### src/rtl/mem_stage_dreq_if.sv
// mem_stage_dreq_if: EX/MEM request inputs, dcache handshake and MEM/WB outputs of the memory stage
interface mem_stage_dreq_if #(parameter int DATA_W = 32);
    logic              flush, ren, wen, dhit;
    logic [DATA_W-1:0] addr, wdat, dmemload;
    logic              dmemREN, dmemWEN, stall, done, misalign, timeout;
    logic [DATA_W-1:0] dmemaddr, dmemstore, dload;
    modport master (
        input  flush, ren, wen, addr, wdat, dhit, dmemload,
        output dmemREN, dmemWEN, dmemaddr, dmemstore, stall, done, dload, misalign, timeout
    );
    modport slave (
        output flush, ren, wen, addr, wdat, dhit, dmemload,
        input  dmemREN, dmemWEN, dmemaddr, dmemstore, stall, done, dload, misalign, timeout
    );
endinterface

### src/rtl/mem_stage_dreq.sv
// mem_stage_dreq: holds a dcache request for the MEM-stage access, stalls upstream until dhit/timeout
module mem_stage_dreq #(
    parameter int DATA_W  = 32,
    parameter int TIMEOUT = 255
) (
    input logic               clk,
    input logic               rst,
    mem_stage_dreq_if.master  bus
);
    typedef enum logic [1:0] {IDLE, ACCESS, DONE} state_e;
    state_e            state_q, state_d;
    logic [DATA_W-1:0] addr_q, addr_d, wdat_q, wdat_d, dload_q, dload_d;
    logic              wr_q, wr_d, kill_q, kill_d, mis_q, mis_d, to_q, to_d;
    logic [7:0]        cnt_q, cnt_d;
    logic              req, aligned;
    assign req     = bus.ren | bus.wen;
    assign aligned = bus.addr[1:0] == 2'b00;
    always_comb begin
        state_d = state_q;
        addr_d  = addr_q;
        wdat_d  = wdat_q;
        dload_d = dload_q;
        wr_d    = wr_q;
        kill_d  = kill_q;
        mis_d   = mis_q;
        to_d    = to_q;
        cnt_d   = cnt_q;
        case (state_q)
            IDLE: if (req && !bus.flush) begin
                if (aligned) begin
                    addr_d  = bus.addr;
                    wdat_d  = bus.wdat;
                    wr_d    = bus.wen;
                    state_d = ACCESS;
                end else begin
                    mis_d   = 1'b1;
                    state_d = DONE;
                end
            end
            ACCESS: begin
                cnt_d  = cnt_q + 8'd1;
                // a flush coinciding with dhit still squashes the result
                kill_d = kill_q | bus.flush;
                if (bus.dhit) begin
                    dload_d = (!wr_q && !kill_d) ? bus.dmemload : dload_q;
                    state_d = DONE;
                end else if (cnt_q == 8'(TIMEOUT - 1)) begin
                    to_d    = 1'b1;
                    state_d = DONE;
                end
            end
            DONE: begin
                cnt_d   = 8'd0;
                kill_d  = 1'b0;
                mis_d   = 1'b0;
                state_d = IDLE;
            end
            default: state_d = IDLE;
        endcase
    end
    always_ff @(posedge clk or posedge rst) begin
        if (rst) begin
            state_q <= IDLE;
            addr_q  <= '0;
            wdat_q  <= '0;
            dload_q <= '0;
            wr_q    <= 1'b0;
            kill_q  <= 1'b0;
            mis_q   <= 1'b0;
            to_q    <= 1'b0;
            cnt_q   <= 8'd0;
        end else begin
            state_q <= state_d;
            addr_q  <= addr_d;
            wdat_q  <= wdat_d;
            dload_q <= dload_d;
            wr_q    <= wr_d;
            kill_q  <= kill_d;
            mis_q   <= mis_d;
            to_q    <= to_d;
            cnt_q   <= cnt_d;
        end
    end
    assign bus.stall     = (state_q == IDLE && req && !bus.flush && aligned) || state_q == ACCESS;
    assign bus.dmemREN   = state_q == ACCESS && !wr_q;
    assign bus.dmemWEN   = state_q == ACCESS && wr_q;
    assign bus.dmemaddr  = addr_q;
    assign bus.dmemstore = wdat_q;
    assign bus.done      = state_q == DONE && !kill_q && !mis_q;
    assign bus.misalign  = state_q == DONE && mis_q;
    assign bus.dload     = dload_q;
    assign bus.timeout   = to_q;
endmodule

### src/flat_wrapper.sv
// flat-port wrapper written by rule: the top's interface ports become plain ports
module mem_stage_dreq_flat 
#(
    parameter int DATA_W  = 32,
    parameter int TIMEOUT = 255
)
  (clk, rst, bus_flush, bus_ren, bus_wen, bus_addr, bus_wdat, bus_dhit, bus_dmemload, bus_dmemREN, bus_dmemWEN, bus_dmemaddr, bus_dmemstore, bus_stall, bus_done, bus_dload, bus_misalign, bus_timeout);
  mem_stage_dreq_if #(.DATA_W(DATA_W)) bus_i ();
  input logic clk;
  input logic rst;
  input wire logic [$bits(bus_i.flush)-1:0] bus_flush;
  input wire logic [$bits(bus_i.ren)-1:0] bus_ren;
  input wire logic [$bits(bus_i.wen)-1:0] bus_wen;
  input wire logic [$bits(bus_i.addr)-1:0] bus_addr;
  input wire logic [$bits(bus_i.wdat)-1:0] bus_wdat;
  input wire logic [$bits(bus_i.dhit)-1:0] bus_dhit;
  input wire logic [$bits(bus_i.dmemload)-1:0] bus_dmemload;
  output wire logic [$bits(bus_i.dmemREN)-1:0] bus_dmemREN;
  output wire logic [$bits(bus_i.dmemWEN)-1:0] bus_dmemWEN;
  output wire logic [$bits(bus_i.dmemaddr)-1:0] bus_dmemaddr;
  output wire logic [$bits(bus_i.dmemstore)-1:0] bus_dmemstore;
  output wire logic [$bits(bus_i.stall)-1:0] bus_stall;
  output wire logic [$bits(bus_i.done)-1:0] bus_done;
  output wire logic [$bits(bus_i.dload)-1:0] bus_dload;
  output wire logic [$bits(bus_i.misalign)-1:0] bus_misalign;
  output wire logic [$bits(bus_i.timeout)-1:0] bus_timeout;
  assign bus_i.flush = bus_flush;
  assign bus_i.ren = bus_ren;
  assign bus_i.wen = bus_wen;
  assign bus_i.addr = bus_addr;
  assign bus_i.wdat = bus_wdat;
  assign bus_i.dhit = bus_dhit;
  assign bus_i.dmemload = bus_dmemload;
  assign bus_dmemREN = bus_i.dmemREN;
  assign bus_dmemWEN = bus_i.dmemWEN;
  assign bus_dmemaddr = bus_i.dmemaddr;
  assign bus_dmemstore = bus_i.dmemstore;
  assign bus_stall = bus_i.stall;
  assign bus_done = bus_i.done;
  assign bus_dload = bus_i.dload;
  assign bus_misalign = bus_i.misalign;
  assign bus_timeout = bus_i.timeout;
  mem_stage_dreq #(.DATA_W(DATA_W), .TIMEOUT(TIMEOUT)) u_core (.clk(clk), .rst(rst), .bus(bus_i));
endmodule
### config.mk
export PLATFORM = sky130hd
export DESIGN_NAME = mem_stage_dreq_flat
export DESIGN_NICKNAME = d
export VERILOG_FILES = /design/src/rtl/mem_stage_dreq_if.sv /design/src/rtl/mem_stage_dreq.sv /design/src/flat_wrapper.sv
export SDC_FILE = /design/constraint.sdc
export NUM_CORES = 1
export LEC_CHECK = 0
export ABC_AREA = 1
export CAP_MARGIN = 0
export CORE_UTILIZATION = 41
export DETAILED_ROUTE_END_ITERATION = 7
export GPL_TIMING_DRIVEN = 0
export MAX_ROUTING_LAYER = met4
export PLACE_DENSITY = 0.79
export SLEW_MARGIN = 25
export SYNTH_ARGS = -nofsm -noshare
export SYNTH_HDL_FRONTEND = slang
export SYNTH_SLANG_ARGS = --single-unit
### constraint.sdc
create_clock -name clk -period 4.1 [get_ports clk]
set_input_delay 0.82 -clock clk [delete_from_list [all_inputs] [get_ports clk]]
set_output_delay 0.82 -clock clk [all_outputs]
set_load 0.05 [all_outputs]
==> results by group <==
Placed design
  • Detail Placement HPWL: between 8000 and 9000 um
  • Placed insts: 847
  • Last weighted congestion value of the routability-driven placer: 0.821
  • Post-placement setup slack: 0.412 ns
  • Port Buf Inserts: 203

Yosys
  • Synthesized netlist net count: around 610
  • Number of unique standard cell types used by synthesis: 22
  • Number of instances in the synthesized netlist: 507
  • Synthesis Warnings: 0
  • Summed instance area of the synthesized netlist: 0.00445 sq mm
  • Fraction of post-synthesis cell area in the top cell type by area: 0.618
  • Leading post-synthesis cells by cell area: dfrtp_1 (62%), nand2_1 (21%), inv_1 (4.4%)
  • Register bit count reported by yosys: between 100 and 150
  • Area leader, netlist: dfrtp_1
  • Seq/Total Area, Yosys: 0.618
  • Mean instance size in the synthesized netlist: 8.78 sq um

Worst setup path
  • Worst-path fanout max: 10
  • Critical path startpoint category: input pin
  • Start-to-end type of the worst setup path: in2out
  • Required time of the critical path: 3.28 ns
  • Cell chain of the critical path: clkdlybuf4s50_1 -> nor2_1 -> nand2_1 -> nor2_4 -> inv_2 -> buf_2 -> nand2_1 -> clkdlybuf4s50_1
  • Crit path largest cell delay: 0.81 ns
  • CP Data Arrival Time: 2.87 ns
  • Slowest CP cell: clkdlybuf4s50_1
  • Element type at the critical path end: output pin

Timing
  • Total negative slack for setup checks: 0 ns
  • Largest clock skew in the final design: approximately 0.019 ns
  • Worst Tran Pin Value: 0.550 ns
  • Tcrit/Tclk final: 0.900
  • Final Max Tran Viols: 0
  • Unrepaired setup endpoints after global routing: false
  • Number of endpoints failing setup at the final stage: 0
  • Worst max-slew margin expressed relative to the limit: 0.632
  • Final hold viol count: 0
  • Final Worst Setup Slack: 0.410 ns
  • Post-layout min period: 3.69 ns
  • F_max: 0.271 GHz

Clocking
  • Hold-fix buffers, CTS: 0
  • Clock tree from TritonCTS: done
  • Clk sinks: 110
  • Number of CTS-inserted buffers: 9
  • Cells resized by post-CTS repair: 0
  • Clock Tree Buf Depth: 2
  • CTS H-Tree Depth: 3
  • Clk root buf: clkbuf_8
  • Clock slew at the register clock pins of the worst setup and hold paths: 0.09 ns
  • Worst-skew pair later-pin latency: around 0.36 ns
  • Buffers inserted by post-CTS timing repair: 0

Finish
  • Fraction of layout instances using a drive strength above 1: 0.0579
  • Count of filler cells inserted in the layout: between 800 and 900
  • Final layout net count: ~830
  • Layout Cells excl Fill: 862
  • FF+latch area: about 0.0028 sq mm
  • Growth of design area from synthesis to finish: 54.7%
  • Number of antenna cells inserted: 0
  • Area of the multi-input gates: about 0.0014 sq mm

Global route
  • Number of global-route vias before repair: 4,025
  • First-pass GRT wire length: 18,700 um
  • GR Util met2: 0.368
  • Busiest layer in global routing: met2
  • Largest net degree at the start of global routing: 57
  • Met1 Use GR: 0.258
  • Antenna violations before repair: 0
  • Tot GR Track Use: 0.217
  • Met3 layer usage reported by global route: 0.0386
  • Sum of overflow across all layers after global routing: 0

Route
  • Detailed-routing iteration count for the pre-antenna-repair pass: 4
  • DRC marker count from the first detailed-route iteration: 237
  • Vias/cell: 4.63
  • WL per Instance: 13.5 um
  • Routed wire length: ~12,000 um
  • Number of vias after detailed routing: between 3,000 and 4,000
  • Number of design rule violations left after detail routing: 0
  • Post-route antenna net violation count: 0

Die
  • Die boundary height: 106 um
  • Number of placement rows: 37
  • Die boundary width: between 100 and 150 um
  • Placeable core region: 0.0104 sq mm
  • Die Footprint: roughly 0.011 sq mm
  • Top-Level Pins: 204
  • Initial cell density of the core: 0.428

Status
  • Result of the run: finished, final reports clean

Hold path
  • Worst Hold Class: reg2reg

Power
  • Maximum VDD drop: 449 uV
  • Pleak: 0.00343 uW
  • Total power per unit cell area: a little over 800 mW/mm^2

Flow run
  • Max-cap viol count: 0
==> power breakdown <==
part | internal, uW | leakage [uW] | switching [uW]
logic | 1040 | 0.00191 | 2150
registers | 1540 | 0.00142 | 277
clock network | 304 | 0.000104 | 358
total | 2890 | 0.00343 | 2780
==> through the flow <==
stage          hold WS [ns]   util  instance area (sq um)  total power [uW]
2_1_floorplan         0.467      -                   4450              3850
3_3_place_gp          0.452  0.639                   6660              4970
3_5_place_dp          0.458  0.642                   6690              5040
4_1_cts               0.484  0.662                   6890              5720
5_1_grt               0.493  0.662                   6890              5960
6_report              0.478  0.662                   6890              5670
==> sequential cells by signal, indices dropped and copies added, names as in the netlist, 2 cells and up <==
name	count
u_core.bus.dmemaddr	32
u_core.bus.dload	32
u_core.state_q	2
u_core.cnt_q	8
u_core.bus.dmemstore	32
==> area by class of cell <==
class,instances,area share
buffer,19,0.0183
clock buffer,10,0.0200
clock inverter,5,0.00944
inverter,53,0.0296
multi-input combinational,325,0.200
sequential,110,0.399
tap,136,0.0247
timing repair buffer,204,0.299
==> critical path: cells and delay by family <==
family,cells,cell delay [ns]
buffers and inverters,4,1.57
AND/OR/NAND/NOR,4,0.48
==> worst paths after layout <==
| path | startpoint | cells after the start | slack [ns] | end |
|---|---|---|---|---|
| max in group asynchronous | rst | 3 | 2.59 | u_core.bus.dmemstore[10]$_DFFE_PP0P_ |
| min in group asynchronous | rst | 2 | 0.87 | u_core.bus.dload[16]$_DFFE_PP0P_ |
| worst min register to register | u_core.bus.dmemstore[31]$_DFFE_PP0P_ | 2 | 0.48 | u_core.bus.dmemstore[31]$_DFFE_PP0P_ |
| worst min-delay path | u_core.bus.dmemstore[31]$_DFFE_PP0P_ | 2 | 0.48 | u_core.bus.dmemstore[31]$_DFFE_PP0P_ |
| worst max-delay path | bus_addr[0] | 8 | 0.41 | bus_stall |
| worst max register to register | u_core.state_q[0]$_DFFE_PP0P_ | 9 | 2.44 | u_core.cnt_q[7]$_DFFE_PP0P_ |
==> layout by cell type, fill, tap and decap left out, types with 6 or more instances in the layout <==
cell type        netlist  layout
dfrtp_1              110     110
nor2_1                11      11
nand3_1                6       6
clkdlybuf4s50_1        0     203
clkbuf_8               0      10
buf_2                 11      11
o21ai_1               32      32
nand2_1              252     252
inv_1                 52      51
==> cells in the mapped netlist <==
cell / n
o21ai_0: 3
nand3_2: 1
nor2_1: 11
nor2_4: 1
a21boi_0: 1
a31o_2: 1
buf_6: 5
inv_1: 52
o21bai_4: 1
a21oi_1: 5
nor3_1: 3
clkbuf_2: 3
inv_2: 1
o21bai_1: 1
dfrtp_1: 110
o21ai_1: 32
buf_2: 11
nor3_2: 1
o22ai_1: 1
nand3_1: 6
ha_1: 5
nand2_1: 252
==> cells by family after synthesis <==
family / share of synthesized area
AOI/OAI and AO/OA: 0.0559
DFF: 0.618
and+or+nand+nor: 0.239
adders and majority gates: 0.0140
buffers and inverters: 0.0731
==> layer usage <==
layer | share of wire | vias to the layer above
li1 | - | 1961
met1 | 0.42 | 1859
met2 | 0.49 | 148
met3 | 0.062 | 21
met4 | 0.022 | 0
met5 | 0 | -
No activity file was read; power rests on OpenSTA's default activity.
